$ cat config.mk
export PLATFORM = sky130hd
export DESIGN_NAME = axis_bt656_tx
export DESIGN_NICKNAME = d
export VERILOG_FILES = /design/src/rtl/bt656_pkg.sv /design/src/rtl/bt656_tx_timing.sv /design/src/rtl/axis_bt656_tx.sv
export SDC_FILE = /design/constraint.sdc
export NUM_CORES = 1
export LEC_CHECK = 0
export CORE_MARGIN = 2
export CORE_UTILIZATION = 55
export CTS_CLUSTER_DIAMETER = 150
export DETAILED_ROUTE_END_ITERATION = 7
export PLACE_DENSITY = 0.81
export SYNTH_ARGS = -nofsm -noshare
export SYNTH_HDL_FRONTEND = slang
export SYNTH_HIERARCHICAL = 1
export SYNTH_SLANG_ARGS = --single-unit
$ cat constraint.sdc
create_clock -name ACLK -period 4 [get_ports ACLK]
set_clock_uncertainty 0.1 [all_clocks]
set_input_delay 0.8 -clock ACLK [delete_from_list [all_inputs] [get_ports ACLK]]
set_output_delay 0.8 -clock ACLK [all_outputs]
set_load 0.03 [all_outputs]
$ cat src/rtl/bt656_pkg.sv
// Shared types, constants and timing-code helper for the BT656 transmit path.
package bt656_pkg;

  typedef enum logic [2:0] {IDLE, EAV, HBLANK, SAV, ACTIVE} bt656_state_e;

  localparam logic [7:0] BT656_BLANK_Y     = 8'h10;
  localparam logic [7:0] BT656_BLANK_C     = 8'h80;
  localparam logic [7:0] BT656_PREAMBLE_0  = 8'hFF;
  localparam logic [7:0] BT656_PREAMBLE_1  = 8'h00;
  localparam logic [7:0] BT656_PREAMBLE_2  = 8'h00;

  // XY byte: {1,F,V,H,P3,P2,P1,P0} with Hamming protection bits.
  function automatic logic [7:0] bt656_xy(input logic f, input logic v, input logic h);
    return {1'b1, f, v, h, v ^ h, f ^ h, f ^ v, f ^ v ^ h};
  endfunction

endpackage

$ cat src/rtl/bt656_tx_timing.sv
// Line/column counters and slot state machine for the BT656 transmitter.
module bt656_tx_timing
  import bt656_pkg::*;
#(
  parameter int H_ACTIVE    = 1440,
  parameter int H_BLANK     = 268,
  parameter int V_ACTIVE    = 480,
  parameter int V_BLANK_TOP = 20,
  parameter int V_BLANK_BOT = 25,
  parameter int CNT_W       = 12
) (
  input  logic             clk,
  input  logic             rst_n,
  input  logic             enable_i,
  output bt656_state_e     state_o,
  output logic [CNT_W-1:0] col_o,
  output logic [CNT_W-1:0] line_o,
  output logic             is_blank_line_o,
  output logic             frame_end_o
);

  localparam int LINES = V_BLANK_TOP + V_ACTIVE + V_BLANK_BOT;

  bt656_state_e     state_q, state_d;
  logic [CNT_W-1:0] col_q, col_d;
  logic [CNT_W-1:0] line_q, line_d;

  assign frame_end_o = (state_q == ACTIVE) && (col_q == CNT_W'(H_ACTIVE - 1)) &&
                       (line_q == CNT_W'(LINES - 1));
  assign is_blank_line_o = (line_q < CNT_W'(V_BLANK_TOP)) ||
                           (line_q >= CNT_W'(V_BLANK_TOP + V_ACTIVE));

  always_comb begin
    state_d = state_q;
    col_d   = col_q + 1'b1;
    line_d  = line_q;
    case (state_q)
      IDLE: begin
        // Column LSB doubles as the idle 0x80/0x10 phase.
        col_d = {{(CNT_W-1){1'b0}}, ~col_q[0]};
        if (enable_i) begin
          state_d = EAV;
          col_d   = '0;
          line_d  = '0;
        end
      end
      EAV: if (col_q == CNT_W'(3)) begin
        state_d = HBLANK;
        col_d   = '0;
      end
      HBLANK: if (col_q == CNT_W'(H_BLANK - 1)) begin
        state_d = SAV;
        col_d   = '0;
      end
      SAV: if (col_q == CNT_W'(3)) begin
        state_d = ACTIVE;
        col_d   = '0;
      end
      ACTIVE: if (col_q == CNT_W'(H_ACTIVE - 1)) begin
        col_d = '0;
        if (line_q == CNT_W'(LINES - 1)) begin
          line_d  = '0;
          state_d = enable_i ? EAV : IDLE;
        end else begin
          line_d  = line_q + 1'b1;
          state_d = EAV;
        end
      end
      default: begin
        state_d = IDLE;
        col_d   = '0;
        line_d  = '0;
      end
    endcase
  end

  always_ff @(posedge clk or negedge rst_n) begin
    if (!rst_n) begin
      state_q <= IDLE;
      col_q   <= '0;
      line_q  <= '0;
    end else begin
      state_q <= state_d;
      col_q   <= col_d;
      line_q  <= line_d;
    end
  end

  assign state_o = state_q;
  assign col_o   = col_q;
  assign line_o  = line_q;

endmodule

$ cat src/rtl/axis_bt656_tx.sv
// AXI4-Stream YCbCr 4:2:2 to free-running BT656 byte stream transmitter.
// Optional DVP href/vsync strobes are enabled with macro BT656_TX_DVP_SYNC_EN.
module axis_bt656_tx
  import bt656_pkg::*;
#(
  parameter int H_ACTIVE    = 1440,
  parameter int H_BLANK     = 268,
  parameter int V_ACTIVE    = 480,
  parameter int V_BLANK_TOP = 20,
  parameter int V_BLANK_BOT = 25,
  parameter int CNT_W       = 12
) (
  input  logic        ACLK,
  input  logic        ARESETn,
  input  logic        enable_i,
  input  logic [7:0]  s_axis_tdata,
  input  logic        s_axis_tvalid,
  output logic        s_axis_tready,
  input  logic        s_axis_tuser,
  input  logic        s_axis_tlast,
  output logic [7:0]  bt656_data_o,
  output logic        href_o,
  output logic        vsync_o,
  output logic [15:0] frame_cnt_o,
  output logic        underflow_o,
  output logic        sync_err_o,
  input  logic        clr_i
);

  bt656_state_e     state;
  logic [CNT_W-1:0] col, line;
  logic             blank_line, frame_end;

  bt656_tx_timing #(
    .H_ACTIVE(H_ACTIVE), .H_BLANK(H_BLANK), .V_ACTIVE(V_ACTIVE),
    .V_BLANK_TOP(V_BLANK_TOP), .V_BLANK_BOT(V_BLANK_BOT), .CNT_W(CNT_W)
  ) u_timing (
    .clk(ACLK), .rst_n(ARESETn), .enable_i(enable_i),
    .state_o(state), .col_o(col), .line_o(line),
    .is_blank_line_o(blank_line), .frame_end_o(frame_end)
  );

  logic [7:0]  data_q, data_d;
  logic        tready_q, tready_d;
  logic [15:0] frame_cnt_q, frame_cnt_d;
  logic        uf_q, uf_d, se_q, se_d;
  logic        href_d, vsync_d;
  logic        accept, last_col, first_col, uf_set, se_set;
  logic [7:0]  black;

  assign accept    = tready_q & s_axis_tvalid;
  assign last_col  = (col == CNT_W'(H_ACTIVE - 1));
  assign first_col = (line == CNT_W'(V_BLANK_TOP)) && (col == '0);
  assign black     = col[0] ? BT656_BLANK_Y : BT656_BLANK_C;

  always_comb begin
    data_d  = black;
    uf_set  = 1'b0;
    se_set  = 1'b0;
    case (state)
      EAV, SAV: begin
        case (col[1:0])
          2'd0:    data_d = BT656_PREAMBLE_0;
          2'd1:    data_d = BT656_PREAMBLE_1;
          2'd2:    data_d = BT656_PREAMBLE_2;
          default: data_d = bt656_xy(1'b0, blank_line, state == EAV);
        endcase
      end
      ACTIVE: begin
        if (accept) begin
          data_d = s_axis_tdata;
          if (s_axis_tuser != first_col) se_set = 1'b1;
          if (last_col != s_axis_tlast)  se_set = 1'b1;
        end else if (tready_q) begin
          uf_set = 1'b1;
        end
      end
      default: data_d = black;
    endcase

    // Ready is registered one slot ahead; an early tlast kills it for the rest of the line.
    tready_d = ((state == SAV) && (col == CNT_W'(3)) && !blank_line) ||
               ((state == ACTIVE) && tready_q && !last_col && !(accept && s_axis_tlast));

    frame_cnt_d = frame_cnt_q + {15'd0, frame_end};
    uf_d        = (uf_q & ~clr_i) | uf_set;
    se_d        = (se_q & ~clr_i) | se_set;
    href_d      = (state == ACTIVE) && !blank_line;
    vsync_d     = (state != IDLE) && (line == '0);
  end

  always_ff @(posedge ACLK or negedge ARESETn) begin
    if (!ARESETn) begin
      data_q      <= BT656_BLANK_Y;
      tready_q    <= 1'b0;
      frame_cnt_q <= '0;
      uf_q        <= 1'b0;
      se_q        <= 1'b0;
    end else begin
      data_q      <= data_d;
      tready_q    <= tready_d;
      frame_cnt_q <= frame_cnt_d;
      uf_q        <= uf_d;
      se_q        <= se_d;
    end
  end

`ifdef BT656_TX_DVP_SYNC_EN
  logic href_q, vsync_q;

  always_ff @(posedge ACLK or negedge ARESETn) begin
    if (!ARESETn) begin
      href_q  <= 1'b0;
      vsync_q <= 1'b0;
    end else begin
      href_q  <= href_d;
      vsync_q <= vsync_d;
    end
  end

  assign href_o  = href_q;
  assign vsync_o = vsync_q;
`else
  logic dvp_unused;
  assign dvp_unused = href_d ^ vsync_d;
  assign href_o  = 1'b0 & dvp_unused;
  assign vsync_o = 1'b0;
`endif

  assign bt656_data_o  = data_q;
  assign s_axis_tready = tready_q;
  assign frame_cnt_o   = frame_cnt_q;
  assign underflow_o   = uf_q;
  assign sync_err_o    = se_q;

endmodule

# After elaboration in Yosys (flattened, before gate mapping)
# Cells that the tools add are included.
# word_totals
wordCells	90
register_bits	54
output_inout_bits	29
input_bits	15
# op_classes
n_lt_le_gt_ge	2
reduce_logical	22
n_bitwise	9
add_sub_neg	3
muxes	28
eq_ne	18
# ops
operator	n
$mux 12	6
$pmux 12 s4	1
$pmux 12 s3	1
$pmux 8 s2	2
$add 12x1->12 const B	2
$mux 3	6
$add 16x1->16	1
$mux 8	2
$pmux 3 s5	1
$eq 12x10->1 const B	1
$eq 12x11->1 const B	1
$eq 12x2->1 const B	1
$eq 12x5->1 const B	1
$eq 12x9->1 const B	1
$ge 12x9->1 const B	1
$logic_not 12->1	1
$lt 12x5->1 const B	1
$logic_and 1x1->1	9
$mux 1	9
$eq 3x2->1 const B	2
$ne 2x1->1 const B	3
$reduce_and 5->1	1
$ne 2x2->1 const B	2
$reduce_or 2->1	2
15 further kinds	24

# Depth between registers and ports, before layout
# Gate-level depths: netlist of the first run.
# depth
depth_word	8
depth_mapped	12
mapped_depth_nobuf	11

# Hierarchy
# The synthesis of the first run kept the hierarchy.
# modules_own_cells
module	area_each_um2	n_inst	cells_per_inst	seq_area_each_um2
bt656_tx_timing	1720.4	1	181	675.6
axis_bt656_tx	1321.3	1	124	676.9

# Worst setup path after synthesis of the first run
# OpenSTA, ideal clock, no wires.
# synth_path
path_type	flip-flop to flip-flop
startpoint	reg u_timing.col_q[0] (netlist: u_timing/col_o[0])
endpoint	reg frame_cnt_q[8] (netlist: frame_cnt_o[8])
path_stages_with_launch	13
slack_ns	1.525
period_less_slack_ns	2.475
setup_time_ns	0.134
arrival_ns	2.241
t_required_ns	3.766
path_buffers	1
cell_sequence	dfrtp_1 ha_1 and4_1 buf_6 and3_1 nand4_1 nor2_1 ha_1 ha_1 nand3_1 nor2_1 nand2_1 xnor2_1
# synth_between
elab_chain_cells	4
# synth_lines
element	line_no	rtl
from (decl)	bt656_tx_timing.sv:25	logic [CNT_W-1:0] col_q, col_d;
from (signal assigned)	bt656_tx_timing.sv:84	col_q <= col_d;
$eq 12x11->1	bt656_tx_timing.sv:28	assign frame_end_o = (state_q == ACTIVE) && (col_q == CNT_W'(H_ACTIVE - 1)) &&
$logic_and 1x1->1 (2 in a row)	bt656_tx_timing.sv:28	
named net frame_end	axis_bt656_tx.sv:32	logic blank_line, frame_end;
$add 16x1->16	axis_bt656_tx.sv:85	frame_cnt_d = frame_cnt_q + {15'd0, frame_end};
named net frame_cnt_d[8]	axis_bt656_tx.sv:45	logic [15:0] frame_cnt_q, frame_cnt_d;
to (signal assigned)	axis_bt656_tx.sv:102	frame_cnt_q <= frame_cnt_d;
to (decl)	axis_bt656_tx.sv:45	
# The timed path passes the listed nets, and every way through them passes these cells.
# A chain may end at the register's enable or synchronous reset.

# Worst setup path in the final report of the first run
# layout_path
startpoint	reg u_timing.col_q[0] (netlist: u_timing/col_o[0])
endpoint	reg frame_cnt_q[10] (netlist: frame_cnt_o[10])
# The elaborated chain is that of the path after synthesis.

==> run_results.csv, run 1 <==
group,metric,value,unit
status,status,"finished clean",
sta,finalSetupTns,0,ps
pwr,vdd_ir_drop_max,0.182,mV
sta,setup_viol,0,
grt,grt_max_degree,45,
floorplanning,initial_core_util,0.559,
detailed_routing,first_pass_iters,5,
worst_setup_path,worstSetupPathType,"register to register",
sta,fin_ws,1150,ps
worst_setup_path,path_common_cell,"ha_1",
clocking,cts-htree-levels,2,
clocking,path_clk_slew,100,ps
min_path,worstHoldPathType,"register to register",
sta,hold_viol,0,
placed_design,place_congestion,0.925,
grt,grt_pass1_vias,2360,
sta,relSlewSlack,0.209,
layout,final_common_cell,"dfrtp_1",
worst_setup_path,path_cells,"ha_1 -> and4_1 -> and3_1 -> nand4_1 -> nor2_1 -> ha_1 -> ha_1 -> nand3_1 -> nor2_1 -> nand2_1 -> xnor2_1",
pwr,finalPower,0.942,mW
placed_design,dpl-instance-area,0.00345,mm²
worst_setup_path,worst_ep_arrival_time,2950,ps
detailed_routing,wl,6560,µm
worst_setup_path,reg2reg_from,"u_timing/col_o[0]$_DFF_PN0_",
floorplanning,core_area,0.00544,mm²
clocking,cts_root_buf,"clkbuf_8",
synthesis,yosysSeqAreaShare,0.445,
min_path,hold_start,"frame_cnt_o[15]$_DFF_PN0_",
sta,slew_violations,0,
worst_setup_path,reg2reg_depth,11,
sta,worst_pin_slew,1180,ps
synthesis,syn_inst,305,
detailed_routing,drc,0,
clocking,clock_insertion_delay_worst_skew,310,ps
sta,fin_crit_sh,0.713,
min_path,holdPathEnd,"frame_cnt_o[15]$_DFF_PN0_",
clocking,cts_tree,"built",
floorplanning,io_pins,44,
detailed_routing,final_antenna_net_count,0,
worst_setup_path,cp.required,4100,ps
detailed_routing,vias_per_cell,6.06,
pwr,p_per_area,264,mW/mm²
detailed_routing,post_drt_wl_per_cell,15.8,µm
grt,grt_overflow,0,
placed_design,dp_hpwl,4640,µm
layout,drive_gt1_frac,0.0930,
layout,fin_area,0.00356,mm²
placed_design,dp_slack,1170,ps
clocking,ctsHoldBuffers,0,
synthesis,async_reset_ff_frac,1.00,
min_path,hold_depth,1,
synthesis,synth-seq-cells,54,
layout,antenna_cells,0,
worst_setup_path,crit_family,"simple AND/OR/NAND/NOR gates",
worst_setup_path,start_kind,"register",
placed_design,port_buffers,41,
detailed_routing,dr_total_vias,2519,
synthesis,synth_area_per_cell,9.97,µm²
worst_setup_path,crit_path_end_kind,"register",
synthesis,yosys_warnings,6,
floorplanning,die_area,0.00614,mm²
worst_setup_path,critPathMaxFanout,8,
floorplanning,die_y,78.4,µm
clocking,cts.repair.resized,0,
worst_setup_path,crit_buf_inv,0,
clocking,cts_setup_buffers,0,
grt,grt_usage,0.226,
worst_setup_path,ff2ff_setup_slack,1150,ps
pwr,p_leak,1.48,nW
synthesis,netlist_area,0.00304,mm²
layout,nets,365,
clocking,cts_buffers,5,
synthesis,ys_types,61,
grt,antenna_found_initial,0,
worst_setup_path,max_stage_delay,470,ps
synthesis,ys.flop_type,"dfrtp_1",
sta,clock.fmax,0.351,GHz
sta,rsz0062_at_grt,"false",
grt,grt_pass1_wl,11200,µm
synthesis,synth_edf_count,0,
clocking,clockBufferDepth,2,
floorplanning,row_count,27,
worst_setup_path,r2r_end,"frame_cnt_o[10]$_DFF_PN0_",
detailed_routing,detail_route.iter0.violations,162,
clocking,clkSinkCount,54,
run,max-cap-violations,0,
worst_setup_path,slowest_stage,"dfrtp_1",
layout,area_growth,17.2,%
sta,period_needed,2850,ps
floorplanning,die_w,78.4,µm
layout,mostFrequentLayoutCells,"53 x dfrtp_1, 40 x clkdlybuf4s50_1, 23 x nand2_1",
[cells by family (layout without fill, tap and decap cells)]
logic type | after synthesis | in the layout | synth area share
buf+inv | 30 | 68 | 0.0535
other cells | 1 | 2 | 0.00123
simple gates | 118 | 118 | 0.242
fa+ha+maj | 7 | 7 | 0.0288
mux | 4 | 4 | 0.0132
compound gates | 67 | 67 | 0.147
flops | 54 | 54 | 0.445
xor+xnor | 24 | 24 | 0.0691
[power by group]
part | internal [mW] | total (mW) | switching, mW
clock | 0.187 | 0.366 | 0.179
sequential | 0.545 | 0.545 | 0.0000000000000000377
combinational | 0.0134 | 0.0304 | 0.0170
[worst max path at each step]
stage	start	endpoint	slack, ps	cells past startpoint
floorplan	u_timing/col_o[0]$_DFF_PN0_	frame_cnt_o[8]$_DFF_PN0_	1520	12
global route	u_timing/col_o[0]$_DFF_PN0_	frame_cnt_o[12]$_DFF_PN0_	820	11
finish	u_timing/col_o[0]$_DFF_PN0_	frame_cnt_o[10]$_DFF_PN0_	1150	11
global placement	u_timing/col_o[0]$_DFF_PN0_	frame_cnt_o[12]$_DFF_PN0_	1310	11
detailed placement	u_timing/col_o[0]$_DFF_PN0_	frame_cnt_o[10]$_DFF_PN0_	1170	11
CTS	u_timing/col_o[0]$_DFF_PN0_	frame_cnt_o[12]$_DFF_PN0_	1140	11
[state kept, by name (all words and copies together), names as in the netlist]
name	flops
bt656_data_o	8
s_axis_tready	1
u_timing/line_o	12
frame_cnt_o	16
underflow_o	1
u_timing/state_o	3
u_timing/col_o	12
sync_err_o	1
[cell type report]
type / count / area [µm²]
Multi-Input combinational cell: 222 / 1530
Tap cell: 72 / 90.1
Sequential cell: 54 / 1350
Inverter: 18 / 67.6
Fill cell: 433 / 1880
Timing Repair Buffer: 42 / 413
Clock inverter: 2 / 37.5
Clock buffer: 6 / 72.6
[cells in the mapped netlist, types with 4 or more instances]
cell,n,share of area
inv_1,18,0.022
dfrtp_1,53,0.44
a211oi_1,10,0.025
mux2i_1,4,0.013
xnor2_1,13,0.037
ha_1,7,0.029
nand2b_1,5,0.010
and4_1,6,0.017
o22ai_1,7,0.014
buf_4,5,0.012
nand4_1,14,0.029
xor2_1,11,0.032
nand3_1,22,0.036
and2_1,4,0.0082
a21o_1,5,0.012
nor2_1,9,0.011
a21oi_1,14,0.023
nor3_1,4,0.0066
o21ai_0,13,0.021
nand2_1,23,0.028
[per-layer routing]
metal | vias to the layer above | track usage | part of all wire
met3 | 15 | 0.0379 | 0.066
met2 | 125 | 0.378 | 0.47
met5 | - | 0 | 0
li1 | 1184 | - | -
met4 | 0 | 0.0737 | 0.017
met1 | 1195 | 0.301 | 0.44
[per-stage QoR]
stage / hold WS (ps) / std cells / util
4_1_cts: 388 / 416 / 0.655
3_5_place_dp: 376 / 408 / 0.635
3_3_place_gp: 364 / 408 / 0.635
2_1_floorplan: 386 / 306 / -
5_1_grt: 412 / 416 / 0.655
6_report: 385 / 416 / 0.655
Power figures use the tool's default switching activity.
==> inputs of run 2 (changes only) <==
Settings changed: CORE_UTILIZATION 55 to 54, PLACE_DENSITY 0.81 to 0.79.
Clock period 4 ns to 2.8 ns, I/O delays scaled along.
==> run 2 against run 1 <==
  * Final cell count rose by 1.7%
  * First-iteration DRC count shrank 21%
  * Die area up 1.8%
  * Highest routed layer unchanged
  * Worst hold slack got worse by 220 ps
  * Critical path type unchanged
  * Sequential share of layout area fell by 0.71 points
  * Wire length is 1.6% higher
==> run_results.csv, run 2 (synthesized netlist as in run 1, its figures left out) <==
group,metric,value,unit
layout,largest_register_ffs,16,
layout,final_common_cell,"dfrtp_1",
detailed_routing,wl_met1,3000,µm
grt,grt_pass1_vias,2483,
worst_setup_path,start_kind,"register",
detailed_routing,dr_wl_met3,281,µm
placed_design,dp_hpwl,4930,µm
layout,mostFrequentLayoutCells,"53 x dfrtp_1, 40 x clkdlybuf4s50_1, 23 x nand2_1",
sta,setup_viol,0,
clocking,path_clk_slew,90,ps
min_path,worstHoldPathType,"primary input to async pin",
pwr,p_per_area,370,mW/mm²
detailed_routing,first_pass_iters,4,
detailed_routing,final_antenna_net_count,0,
detailed_routing,wl,6660,µm
clocking,cts_buffers,5,
clocking,clock_insertion_delay_worst_skew,310,ps
status,status,"finished clean",
detailed_routing,post_drt_wl_per_cell,15.7,µm
worst_setup_path,max_stage_delay,460,ps
worst_setup_path,path_common_cell,"ha_1",
layout,area_growth,19.4,%
floorplanning,die_w,79.1,µm
clocking,cts_tree,"built",
worst_setup_path,reg2reg_depth,10,
grt,grt_overflow,0,
detailed_routing,vias_per_cell,5.87,
placed_design,dpl-instance-area,0.00352,mm²
clocking,clockBufferDepth,2,
detailed_routing,dr_total_vias,2482,
sta,slew_violations,0,
placed_design,place_congestion,0.846,
layout,drive_gt1_frac,0.114,
clocking,clkSinkCount,54,
sta,hold_viol,0,
sta,rsz0062_at_grt,"false",
worst_setup_path,crit_path_end_kind,"register",
detailed_routing,drc,0,
grt,grt_usage,0.238,
floorplanning,die_area,0.00625,mm²
clocking,cts_root_buf,"clkbuf_8",
sta,period_needed,2540,ps
worst_setup_path,reg2reg_from,"u_timing/col_o[5]$_DFF_PN0_",
worst_setup_path,slowest_stage,"dfrtp_1",
pwr,p_leak,1.52,nW
grt,antenna_found_initial,0,
sta,finalSetupTns,0,ps
worst_setup_path,worstSetupPathDepth,10,
detailed_routing,detail_route.iter0.violations,128,
detailed_routing,met2_length,3310,µm
layout,fin_area,0.00363,mm²
clocking,cts-htree-levels,2,
worst_setup_path,critPathMaxFanout,5,
floorplanning,die_y,79.1,µm
sta,fin_crit_sh,0.906,
grt,grt_pass1_wl,11800,µm
clocking,ctsHoldBuffers,0,
layout,antenna_cells,0,
floorplanning,row_count,27,
pwr,vdd_ir_drop_max,0.307,mV
floorplanning,core_area,0.00547,mm²
sta,relSlewSlack,0.573,
layout,nets,372,
floorplanning,initial_core_util,0.556,
run,max-cap-violations,0,
sta,worst_pin_slew,640,ps
grt,grt_max_degree,29,
worst_setup_path,crit_buf_inv,0,
worst_setup_path,cp.required,2900,ps
worst_setup_path,worstSetupPathType,"register to register",
worst_setup_path,crit_start,"u_timing/col_o[5]$_DFF_PN0_",
floorplanning,io_pins,44,
detailed_routing,highest_layer,"met4",
worst_setup_path,path_cells,"nor4_4 -> and3_1 -> nand4_1 -> nor2_1 -> ha_1 -> ha_1 -> nand3_1 -> nor2_2 -> nand2_1 -> xnor2_1",
placed_design,port_buffers,41,
worst_setup_path,worst_ep_arrival_time,2640,ps
sta,clock.fmax,0.394,GHz
worst_setup_path,crit_family,"simple AND/OR/NAND/NOR gates",
run 2: final cells by class:
type,count,area (µm²)
multi-input cells,222,1530
flip-flops and latches,54,1350
clock inverters,2,37.5
fillers,456,1840
clock buffers,6,72.6
repair buffers,49,478
well taps,72,90.1
inverters,18,67.6
run 2: metrics by stage:
stage / cells / setup WS [ps] / total power [mW] / hold WS (ps) / util
floorplan: 306 / 325 / 0.804 / 164 / -
global route: 423 / 37.8 / 1.40 / 214 / 0.663
global placement: 415 / 278 / 0.841 / 363 / 0.643
CTS: 423 / 202 / 1.36 / 186 / 0.663
detailed placement: 415 / 225 / 0.841 / 388 / 0.643
finish: 423 / 262 / 1.34 / 163 / 0.663
run 2: worst reg2reg max path: stages, from the launching register on:
cell and delay [ps]:
dfrtp_1 460, nor4_4 390, and3_1 310, nand4_1 100, nor2_1 120, ha_1 190
ha_1 190, nand3_1 150, nor2_2 200, nand2_1 100, xnor2_1 130
run 2: worst paths after layout:
path	slack, ps	endpoint
max in group asynchronous	1810	bt656_data_o[4]$_DFF_PN1_
hold reg to reg	400	frame_cnt_o[15]$_DFF_PN0_
min in group ACLK	400	frame_cnt_o[15]$_DFF_PN0_
setup reg to reg	260	frame_cnt_o[8]$_DFF_PN0_
setup / recovery	260	frame_cnt_o[8]$_DFF_PN0_
hold / removal	160	frame_cnt_o[5]$_DFF_PN0_
run 2: repair_timing:
| item | 4_1_cts | 5_1_grt |
|---|---|---|
| setup buffers | 0 | 0 |
| gates resized for setup | 0 | 1 |
| endpoints found under the setup margin | 0 | 4 |
run 2: routing by layer:
| metal | up-vias | GRT usage |
|---|---|---|
| li1 | 1201 | - |
| met2 | 62 | 0.400 |
| met5 | - | 0 |
| met3 | 9 | 0.0432 |
| met4 | 0 | 0.0690 |
| met1 | 1210 | 0.316 |
run 2: power breakdown:
part	leakage (nW)	total (mW)	internal (mW)	switching, mW
sequential	0.674	0.779	0.779	0.0000000000000000514
clock	0.0514	0.519	0.267	0.252
combinational	0.799	0.0456	0.0210	0.0246
